### src/rtl/ps2_host_tx.sv
// PS/2 host-to-device transmitter: clock inhibit, request-to-send, LSB-first byte
// with odd parity, stop bit, device ACK check and a per-edge watchdog.
module ps2_host_tx #(
  parameter int INHIBIT_CYCLES = 10000,
  parameter int TIMEOUT_CYCLES = 1500000
) (
  input  logic       clk,
  input  logic       rst,
  input  logic [7:0] tx_data,
  input  logic       tx_valid,
  output logic       tx_ready,
  output logic       tx_done,
  output logic       tx_err,
  output logic       tx_active,
  input  logic       ps2_clk_i,
  input  logic       ps2_data_i,
  output logic       ps2_clk_oe,
  output logic       ps2_data_oe
);

  // state     | meaning
  // IDLE      | bus released, ready for a request
  // INHIBIT   | PS2Clk held low by the host
  // REQ       | start bit driven, waiting for the first device clock edge
  // SEND      | data bits, parity and stop bit shifted out on falling edges
  // ACK       | lines released, sampling device ACK on the next falling edge
  // WAIT_IDLE | waiting for the device to release both lines
  typedef enum logic [2:0] {
    IDLE,
    INHIBIT,
    REQ,
    SEND,
    ACK,
    WAIT_IDLE
  } state_t;

  localparam int INH_W = $clog2(INHIBIT_CYCLES + 1);
  localparam int TO_W  = $clog2(TIMEOUT_CYCLES + 1);

  state_t             state;
  logic               clk_s1, clk_s2, clk_prev;
  logic               data_s1, data_s2;
  logic               clk_fall;
  logic               timeout_hit;
  logic [7:0]         data_q;
  logic               parity_q;
  logic [3:0]         bit_cnt;
  logic [INH_W-1:0]   inhibit_cnt;
  logic [TO_W-1:0]    timeout_cnt;

  // Pads idle high, so the synchronisers reset to 1 to avoid a false edge.
  always_ff @(posedge clk) begin
    if (rst) begin
      clk_s1   <= 1'b1;
      clk_s2   <= 1'b1;
      clk_prev <= 1'b1;
      data_s1  <= 1'b1;
      data_s2  <= 1'b1;
    end else begin
      clk_s1   <= ps2_clk_i;
      clk_s2   <= clk_s1;
      clk_prev <= clk_s2;
      data_s1  <= ps2_data_i;
      data_s2  <= data_s1;
    end
  end

  assign clk_fall    = clk_prev & ~clk_s2;
  assign timeout_hit = (timeout_cnt == TO_W'(TIMEOUT_CYCLES - 1));
  assign tx_ready    = (state == IDLE);
  assign tx_active   = (state != IDLE);

  always_ff @(posedge clk) begin
    if (rst) begin
      state       <= IDLE;
      ps2_clk_oe  <= 1'b0;
      ps2_data_oe <= 1'b0;
      tx_done     <= 1'b0;
      tx_err      <= 1'b0;
      data_q      <= '0;
      parity_q    <= 1'b0;
      bit_cnt     <= '0;
      inhibit_cnt <= '0;
      timeout_cnt <= '0;
    end else begin
      tx_done <= 1'b0;
      tx_err  <= 1'b0;
      case (state)
        IDLE: begin
          ps2_clk_oe  <= 1'b0;
          ps2_data_oe <= 1'b0;
          if (tx_valid) begin
            data_q      <= tx_data;
            parity_q    <= ~^tx_data;
            inhibit_cnt <= INH_W'(INHIBIT_CYCLES - 1);
            ps2_clk_oe  <= 1'b1;
            state       <= INHIBIT;
          end
        end

        INHIBIT: begin
          if (inhibit_cnt == '0) begin
            ps2_clk_oe  <= 1'b0;
            ps2_data_oe <= 1'b1;
            timeout_cnt <= '0;
            bit_cnt     <= '0;
            state       <= REQ;
          end else begin
            inhibit_cnt <= inhibit_cnt - 1'b1;
          end
        end

        default: begin
          if (clk_fall)
            timeout_cnt <= '0;
          else
            timeout_cnt <= timeout_cnt + 1'b1;

          // A falling edge in the terminal cycle restarts the watchdog instead.
          if (timeout_hit && !clk_fall) begin
            tx_err      <= 1'b1;
            ps2_clk_oe  <= 1'b0;
            ps2_data_oe <= 1'b0;
            timeout_cnt <= '0;
            bit_cnt     <= '0;
            state       <= IDLE;
          end else begin
            case (state)
              REQ: begin
                if (clk_fall) begin
                  bit_cnt     <= 4'd1;
                  ps2_data_oe <= ~data_q[0];
                  state       <= SEND;
                end
              end

              SEND: begin
                if (clk_fall) begin
                  bit_cnt <= bit_cnt + 4'd1;
                  if (bit_cnt < 4'd8) begin
                    ps2_data_oe <= ~data_q[bit_cnt[2:0]];
                  end else if (bit_cnt == 4'd8) begin
                    ps2_data_oe <= ~parity_q;
                  end else begin
                    ps2_data_oe <= 1'b0;
                    state       <= ACK;
                  end
                end
              end

              ACK: begin
                ps2_clk_oe  <= 1'b0;
                ps2_data_oe <= 1'b0;
                if (clk_fall) begin
                  bit_cnt <= '0;
                  if (!data_s2) begin
                    state <= WAIT_IDLE;
                  end else begin
                    tx_err      <= 1'b1;
                    timeout_cnt <= '0;
                    state       <= IDLE;
                  end
                end
              end

              WAIT_IDLE: begin
                ps2_clk_oe  <= 1'b0;
                ps2_data_oe <= 1'b0;
                if (clk_s2 && data_s2) begin
                  tx_done     <= 1'b1;
                  timeout_cnt <= '0;
                  state       <= IDLE;
                end
              end

              default: begin
                ps2_clk_oe  <= 1'b0;
                ps2_data_oe <= 1'b0;
                state       <= IDLE;
              end
            endcase
          end
        end
      endcase
    end
  end

endmodule

### config.mk
export PLATFORM = sky130hd
export DESIGN_NAME = ps2_host_tx
export DESIGN_NICKNAME = d
export VERILOG_FILES = /design/src/rtl/ps2_host_tx.sv
export SDC_FILE = /design/constraint.sdc
export NUM_CORES = 1
export LEC_CHECK = 0
export ABC_AREA = 1
export CAP_MARGIN = 25
export CORE_MARGIN = 10
export CORE_UTILIZATION = 40
export DETAILED_ROUTE_END_ITERATION = 8
export REMOVE_ABC_BUFFERS = 1
export SLEW_MARGIN = 30
export SYNTH_ARGS = -nofsm -noshare
export SYNTH_HDL_FRONTEND = slang
export SYNTH_SLANG_ARGS = --single-unit
export TNS_END_PERCENT = 50
### constraint.sdc
create_clock -name clk -period 2.2 [get_ports clk]
set_input_delay 0.55 -clock clk [delete_from_list [all_inputs] [get_ports clk]]
set_output_delay 0.55 -clock clk [all_outputs]
set_load 0.02 [all_outputs]
==> results_tabular.tex, run 1 <==
\begin{tabular}{lr}
\hline
Metric & Value \\
\hline
\multicolumn{2}{l}{\textbf{Die}} \\
\quad Top-level port count & 19 \\
\quad Floorplan row count & 34 \\
\quad Starting density of the core & between 40\% and 50\% \\
\quad Horizontal extent of the die & $\sim$110 µm \\
\quad Die boundary height & roughly 110 µm \\
\quad Overall die area & about 0.013 mm² \\
\quad Placeable core region & roughly 0.0087 mm² \\
\multicolumn{2}{l}{\textbf{Detailed routing}} \\
\quad Overall via count from detail\_route & $\sim$3.5k \\
\quad Total routed wirelength & around 9000 µm \\
\quad Number of remaining DRC errors & 0 \\
\quad Iteration-0 DRC count of the detailed router & between 200 and 250 \\
\quad Via-to-Cell Ratio & a little over 5 \\
\quad Average wire per standard cell & approximately 13 µm \\
\quad Number of detailed-route iterations in the first pass & 5 \\
\quad Number of nets with antenna violations after routing & 0 \\
\multicolumn{2}{l}{\textbf{Synthesis}} \\
\quad Synthesized instance count & 557 \\
\quad Compound-cell area share of the yosys netlist & about 12\% \\
\quad Synth unique cells & 36 \\
\quad Count of state elements after synthesis & 60 \\
\quad Synthesized-area fraction occupied by and/or/nand/nor cells & between 30\% and 40\% \\
\quad Combinational family with the most area after synthesis & simple AND/OR/NAND/NOR gates \\
\quad EDFF count, synth & 0 \\
\quad Synth async-reset ratio & 0\% \\
\quad Total of warnings raised by yosys & 0 \\
\quad Xor and xnor fraction of the mapped netlist area & 3.675\% \\
\quad Area share of fa/ha/maj cells after synthesis & around 1.4\% \\
\quad Sequential cell area fraction in the yosys report & approximately a third \\
\quad Mux share of post-synthesis cell area & 0\% \\
\quad Post-synthesis instance area & approximately 0.0036 mm² \\
\quad Avg Synthesized Cell Area & between 6 and 7 µm² \\
\quad Main synth FF type & dfxtp\_1 \\
\multicolumn{2}{l}{\textbf{Run status}} \\
\quad Outcome & completed \\
\multicolumn{2}{l}{\textbf{Cells and area}} \\
\quad Finished Layout Cells & slightly below 700 \\
\quad Most frequent standard cell in the layout excluding fill and tap cells & nand2\_1 \\
\quad Number of nets in the layout & between 500 and 600 \\
\quad Number of diodes & 0 \\
\quad Area of all placed cells without fillers & between 0.004 and 0.005 mm² \\
\quad Core utilization of the finished layout & a little under half \\
\quad Top library cells by usage in the layout, fill and taps aside & 140 x nand2\_1, 79 x nor2\_1, 60 x inv\_1, 60 x dfxtp\_1, 50 x a21oi\_1 \\
\quad Layout cell share with drive strength beyond 1 & under 10\% \\
\quad Growth of design area from synthesis to finish & 12.64\% \\
\quad Number of filler instances in the final layout & between 900 and 1k \\
\multicolumn{2}{l}{\textbf{Global routing}} \\
\quad Overflow left after global routing & 0 \\
\quad Met3 track utilization from global routing & 3.249\% \\
\quad Largest net degree at the start of global routing & 34 \\
\quad Met1 Track Usage GR & between 10\% and 20\% \\
\quad Initial antenna violation count & 0 \\
\quad Global router's overall resource usage & between 10\% and 20\% \\
\quad First-pass GRT wire length & around 15,000 µm \\
\quad Busiest layer in global routing & met2 \\
\quad Vias in the first global route & between 3k and 4k \\
\quad Met2 Usage GRT & 22.20\% \\
\multicolumn{2}{l}{\textbf{Placed design}} \\
\quad Final GP Congestion & 0.8504 \\
\quad Final HPWL from detailed placement & about 6600 µm \\
\quad Total placed cells including tap cells & around 670 \\
\quad Port Buf Inserts & 18 \\
\quad Total placed instance area & roughly 0.0038 mm² \\
\multicolumn{2}{l}{\textbf{Power}} \\
\quad Sequential group share of total power & between 30 and 40\% \\
\quad Maximum ir drop on the vdd rail & between 0.9 and 1 mV \\
\quad Cell internal power dissipation & 2.712 mW \\
\quad Power per cell area & $\sim$1300 mW/mm² \\
\quad Static leakage & roughly 1.7 nW \\
\quad P\_sw & approximately 2.3 mW \\
\quad Gate power share & 50.6\% \\
\quad Net Sw Frac & around 46\% \\
\quad Power share of the clock group & about a fifth \\
\multicolumn{2}{l}{\textbf{Timing}} \\
\quad Final Hold Fails & 0 \\
\quad Time the final worst path needs with I/O delays and setup & between 2 and 2.5 ns \\
\quad Max-Slew Margin vs Limit & 69.53\% \\
\quad Final Max Tran Viols & 0 \\
\quad Unrepaired setup endpoints after global routing & false \\
\quad \# setup viols final & 0 \\
\quad Accumulated negative setup slack & 0 ns \\
\quad Worst-margin pin slew & between 0.4 and 0.5 ns \\
\quad Setup Skew & between 0.009 and 0.01 ns \\
\quad Highest clock rate & between 400 and 500 MHz \\
\quad Final clock period utilization by the worst path & between 90\% and 100\% \\
\multicolumn{2}{l}{\textbf{Setup path}} \\
\quad Critical path's largest stage delay & approximately 0.36 ns \\
\quad CP required & about 1.7 ns \\
\quad Worst reg2reg setup slack & between 0.2 and 0.3 ns \\
\quad Cells traversed along the worst timing path & nor2\_1, nand2\_4, inv\_1, dlygate4sd2\_1 \\
\quad Kind of launch point of the worst setup path & flip-flop \\
\quad Worst path arrival time & 1.47 ns \\
\quad Crit Path Class & reg -> out \\
\quad Cell with the largest stage delay on the worst path & dfxtp\_1 \\
\quad Worst Reg2Reg Path Length in Cells & 13 \\
\quad Endpoint kind of the worst setup timing path & output port \\
\quad Buf+Inv Stages, Crit Path & 2 \\
\quad Largest delay contributor family on the critical path & buffers and inverters \\
\quad Critical path peak fanout & 6 \\
\quad Number of gates on the worst path with buffers counted & 4 \\
\multicolumn{2}{l}{\textbf{Hold path}} \\
\quad Instance count along the most critical hold path & 1 \\
\quad Class of the tightest hold or removal check & reg -> reg \\
\multicolumn{2}{l}{\textbf{CTS}} \\
\quad Clock input transition at the sequential cells of the worst setup and hold paths & roughly 0.07 ns \\
\quad TritonCTS clock tree & yes \\
\quad Cell at the root of the clock tree & clkbuf\_8 \\
\quad Hold buffer count at CTS & 0 \\
\quad Number of CTS-inserted buffers & 9 \\
\quad CTS H-tree lvls & 3 \\
\quad Number of sinks handled by clock tree synthesis & 60 \\
\quad Number of buffers on the longest clock path & 2 \\
\quad Buffer count from post-CTS setup fixing & 0 \\
\quad Clock latency on the worst-skew pair & 0.34 ns \\
\multicolumn{2}{l}{\textbf{Run}} \\
\quad Number of max-cap violations & 0 \\
\hline
\end{tabular}
[layer usage]
metal  up-vias  wire length, µm
met5         -                0
met4         0               83
met3         6              375
met2        64             4054
met1      1592             4486
li1       1829                -
[cells by family (layout without fill, tap and decap cells)]
logic type / count (synthesis) / after routing
buf+inv: 81 / 106
compound gates: 84 / 84
simple gates: 313 / 313
fa+ha+maj: 4 / 4
flops: 60 / 60
xor+xnor: 15 / 15
[power groups by stage]
stage               combinational [mW]  sequential (mW)  clock, mW
floorplan                         1.85             1.52          0
global placement                  2.55             1.55          0
detailed placement                2.57             1.56          0
CTS                               2.58             1.53      0.982
global route                      2.92             1.57       1.02
finish                            2.56             1.54      0.961
[cell usage after synthesis (3+ instances only)]
cell | count | area share [%]
nand2_2 | 3 | 0.53
buf_2 | 4 | 0.56
nand2_1 | 140 | 15
inv_1 | 60 | 6.3
buf_6 | 5 | 1.6
xor2_1 | 8 | 2.0
or2_2 | 8 | 1.4
nor3_1 | 7 | 0.98
o21ai_0 | 25 | 3.5
ha_1 | 4 | 1.4
nand3_1 | 49 | 6.9
clkbuf_1 | 5 | 0.53
inv_2 | 4 | 0.42
xnor2_1 | 7 | 1.7
nand2_4 | 4 | 1.3
a21oi_1 | 50 | 7.0
nand4_1 | 11 | 1.9
nor2_1 | 79 | 8.3
dfxtp_1 | 60 | 34
[state kept, by name, indices dropped and copies added (netlist names), 3 cells and up]
signal	count
data_q	8
timeout_cnt	21
state	3
bit_cnt	4
inhibit_cnt	14
[timing repair]
item	in CTS	in global routing
hold endpoints to repair	0	0
gates resized for setup	1	1
endpoints found under the setup margin	1	1
cloned	0	0
[final timing paths]
check | from | to
worst max-delay path | state[2] | tx_ready
worst min-delay path | data_s1 | data_s2
worst max register to register | inhibit_cnt[0] | inhibit_cnt[6]
worst min register to register | data_s1 | data_s2
[area by class of cell]
| cell class | count | area, µm² | share of cell area [%] |
|---|---|---|---|
| clock buffer | 11 | 131.4 | 3.263 |
| clock inverter | 5 | 52.55 | 1.305 |
| inverter | 64 | 240.2 | 5.966 |
| multi-input combinational | 416 | 2012 | 49.97 |
| sequential | 60 | 1201 | 29.83 |
| tap | 108 | 135.1 | 3.356 |
| timing repair buffer | 26 | 254.0 | 6.308 |
[stage by stage]
stage	power [mW]	worst slack [ns]	hold slack (ns)
finish	5.053	0.1800	0.4156
global route	5.513	0.04103	0.4337
CTS	5.092	0.03205	0.4279
detailed placement	4.127	0.2593	0.3969
global placement	4.097	0.2671	0.3937
floorplan	3.372	0.5049	0.3895
(Power assumes the default switching activity.)
==> inputs of run 2 (changes only) <==
--- a/config.mk
+++ b/config.mk
@@ -7,6 +7,7 @@
 export LEC_CHECK = 0
 export ABC_AREA = 1
 export CAP_MARGIN = 25
+export CORE_ASPECT_RATIO = 1.1
 export CORE_MARGIN = 10
 export CORE_UTILIZATION = 40
 export DETAILED_ROUTE_END_ITERATION = 8
==> run 2 against run 1 <==
Sequential cell count unchanged. Largest cell class unchanged. Non-clock buffer count unchanged. Final area up 0.59%. Highest routed layer unchanged.
==> results_tabular.tex, run 2 (synthesis results as in run 1) <==
\begin{tabular}{lr}
\hline
Metric & Value \\
\hline
\multicolumn{2}{l}{\textbf{Setup path}} \\
\quad Kind of launch point of the worst setup path & flip-flop \\
\quad Worst reg2reg setup slack & 0.26 ns (about the same) \\
\quad Endpoint kind of the worst setup timing path & output port \\
\quad Worst path arrival time & 1.47 ns (about the same) \\
\quad Startpoint of the lowest-slack register-to-register path & timeout\_cnt[0] \\
\quad Worst Reg2Reg Path Length in Cells & 8 (-5) \\
\quad Capturing point of the worst reg2reg path & timeout\_cnt[18] \\
\quad Crit Path Class & reg -> out \\
\quad CP required & 1.65 ns (about the same) \\
\quad Critical path peak fanout & 6 (unchanged) \\
\multicolumn{2}{l}{\textbf{Die}} \\
\quad Floorplan row count & 36 (+5.9\%) \\
\quad Overall die area & 0.01312 mm² (about the same) \\
\quad Starting density of the core & 40.70\% (-0.29 points) \\
\quad Die boundary height & 119.1 µm (+4.0\%) \\
\quad Placeable core region & 0.008783 mm² (+0.72\%) \\
\quad Top-level port count & 19 (unchanged) \\
\quad Horizontal extent of the die & 110.1 µm (-3.8\%) \\
\multicolumn{2}{l}{\textbf{Timing}} \\
\quad Final clock period utilization by the worst path & 91.62\% (-0.19 points) \\
\quad Highest clock rate & 496.1 MHz (+0.21\%) \\
\quad Unrepaired setup endpoints after global routing & false \\
\quad Worst-margin pin slew & 0.4948 ns (+0.03881 ns) \\
\quad \# setup viols final & 0 (unchanged) \\
\quad Accumulated negative setup slack & 0 ns (unchanged) \\
\quad Setup Skew & 0.005600 ns (-0.003761 ns) \\
\quad Final Max Tran Viols & 0 (unchanged) \\
\quad Final Hold Fails & 0 (unchanged) \\
\quad Max-Slew Margin vs Limit & 66.94\% (-2.6 points) \\
\quad Time the final worst path needs with I/O delays and setup & 2.016 ns (-0.004278 ns) \\
\multicolumn{2}{l}{\textbf{Cells and area}} \\
\quad Top library cells by usage in the layout, fill and taps aside & 140 x nand2\_1, 79 x nor2\_1, 60 x inv\_1, 60 x dfxtp\_1, 50 x a21oi\_1 \\
\quad Number of diodes & 0 (unchanged) \\
\quad Core utilization of the finished layout & 46.11\% (-0.058 points) \\
\quad Layout cell share with drive strength beyond 1 & 8.591\% (+0.17 points) \\
\quad Finished Layout Cells & 696 (+0.87\%) \\
\quad Most frequent standard cell in the layout excluding fill and tap cells & nand2\_1 \\
\quad Register bank with the most flops & timeout\_cnt \\
\quad Number of filler instances in the final layout & 932 (+2.3\%) \\
\quad Growth of design area from synthesis to finish & 13.30\% \\
\quad Number of nets in the layout & 594 (unchanged) \\
\quad Max reg flops & 21 (unchanged) \\
\quad Top flop regs & timeout\_cnt (21), inhibit\_cnt (14), data\_q (8) \\
\multicolumn{2}{l}{\textbf{CTS}} \\
\quad Number of buffers on the longest clock path & 2 (unchanged) \\
\quad CTS H-tree lvls & 3 (unchanged) \\
\quad Clock input transition at the sequential cells of the worst setup and hold paths & 0.06 ns (about the same) \\
\quad Number of CTS-inserted buffers & 9 (unchanged) \\
\quad Cell at the root of the clock tree & clkbuf\_8 \\
\quad Clock latency on the worst-skew pair & 0.35 ns (about the same) \\
\quad Number of sinks handled by clock tree synthesis & 60 (unchanged) \\
\quad TritonCTS clock tree & yes \\
\multicolumn{2}{l}{\textbf{Detailed routing}} \\
\quad Overall via count from detail\_route & 3,471 (-0.57\%) \\
\quad Number of nets with antenna violations after routing & 0 (unchanged) \\
\quad Average wire per standard cell & 12.43 µm (-4.7\%) \\
\quad Number of remaining DRC errors & 0 (unchanged) \\
\quad Iteration-0 DRC count of the detailed router & 228 (+9.6\%) \\
\quad Number of detailed-route iterations in the first pass & 5 (unchanged) \\
\quad Via-to-Cell Ratio & 4.987 (-1.4\%) \\
\quad Total routed wirelength & 8653 µm (-3.9\%) \\
\multicolumn{2}{l}{\textbf{Global routing}} \\
\quad Initial antenna violation count & 0 (unchanged) \\
\quad Global router's overall resource usage & 13.86\% (-0.15 points) \\
\quad Overflow left after global routing & 0 (unchanged) \\
\quad Largest net degree at the start of global routing & 26 (-24\%) \\
\quad Vias in the first global route & 3,331 (+0.57\%) \\
\quad First-pass GRT wire length & 15,030 µm (-2.3\%) \\
\multicolumn{2}{l}{\textbf{Hold path}} \\
\quad Instance count along the most critical hold path & 1 (unchanged) \\
\quad Capture endpoint of the worst hold path & data\_s2 \\
\quad Class of the tightest hold or removal check & reg -> reg \\
\quad Origin of the worst min-delay path & data\_s1 \\
\multicolumn{2}{l}{\textbf{Power}} \\
\quad Maximum ir drop on the vdd rail & 0.7727 mV (-19\%) \\
\quad Static leakage & 1.703 nW (+0.46\%) \\
\quad Power per cell area & 1270 mW/mm² (+1.2\%) \\
\multicolumn{2}{l}{\textbf{Placed design}} \\
\quad Final HPWL from detailed placement & 6434 µm (-2.7\%) \\
\quad Final GP Congestion & 0.8378 (-1.5\%) \\
\quad Total placed cells including tap cells & 680 (+0.89\%) \\
\quad Port Buf Inserts & 18 (unchanged) \\
\multicolumn{2}{l}{\textbf{Run}} \\
\quad Number of max-cap violations & 0 (unchanged) \\
\multicolumn{2}{l}{\textbf{Run status}} \\
\quad Outcome & completed \\
\hline
\end{tabular}
-- run 2: changes by cell type in the layout (fill, tap and decap cells not counted), sizes merged --
cell and delta:
clkinvlp -1, dlymetal6s2s -1, dlygate4sd2 +1, bufinv +1
-- run 2: per-stage QoR --
step | setup slack [ns] | instance area, µm² | power [mW] | hold WS (ns)
after CTS | 0.1719 | 4050 | 5.177 | 0.4126
after floorplan | 0.5049 | 3453 | 3.372 | 0.3895
after detailed placement | 0.1840 | 3836 | 4.075 | 0.3964
after global placement | 0.2197 | 3836 | 4.026 | 0.3926
final | 0.1843 | 4050 | 5.144 | 0.4085
after global routing | 0.07567 | 4050 | 5.609 | 0.4313
-- run 2: power breakdown --
group | internal, mW | total (mW) | leakage [nW] | switching (mW)
clock | 0.663 | 1.11 | 0.113 | 0.445
sequential | 1.31 | 1.55 | 0.490 | 0.234
combinational | 0.850 | 2.49 | 1.10 | 1.64
-- run 2: what timing repair did --
action,CTS,global route
resized for setup,2,0
setup buffers,0,0
endpoints found under the setup margin,2,0
hold buffers,0,0
-- run 2: layout make-up --
| cell class | instances | area (µm²) | area share [%] |
|---|---|---|---|
| clock buffers | 11 | 141.4 | 3.491 |
| clock inverters | 5 | 75.07 | 1.854 |
| inverters | 64 | 240.2 | 5.931 |
| multi-input cells | 416 | 2012 | 49.68 |
| flip-flops and latches | 60 | 1201 | 29.66 |
| well taps | 114 | 142.6 | 3.522 |
| repair buffers | 26 | 237.7 | 5.870 |
-- run 2: layer usage --
| metal | part of all wire [%] | track usage (%) | wire length (µm) | vias to the layer above |
|---|---|---|---|---|
| met5 | 0 | 0 | 0 | - |
| met4 | 1.7 | 6.752 | 149 | 0 |
| met3 | 3.7 | 2.805 | 323 | 10 |
| met2 | 46 | 22.14 | 4023 | 66 |
| met1 | 48 | 17.21 | 4156 | 1569 |
| li1 | - | - | - | 1826 |
-- run 2: critical path, stage by stage, from the launching register on --
cell	delay [ns]
dfxtp_1	0.37
nor2_1	0.22
nand2_4	0.11
inv_1	0.08
dlygate4sd2_1	0.33
-- run 2: worst max path at each step --
stage / startpoint / to / slack (ns) / cells past startpoint
3_3_place_gp: tx_valid / inhibit_cnt[6] / 0.22 / 8
4_1_cts: state[2] / tx_ready / 0.17 / 4
6_report: state[0] / tx_ready / 0.18 / 4
3_5_place_dp: tx_valid / inhibit_cnt[6] / 0.18 / 8
5_1_grt: state[2] / tx_ready / 0.08 / 4
2_1_floorplan: inhibit_cnt[0] / inhibit_cnt[6] / 0.50 / 13
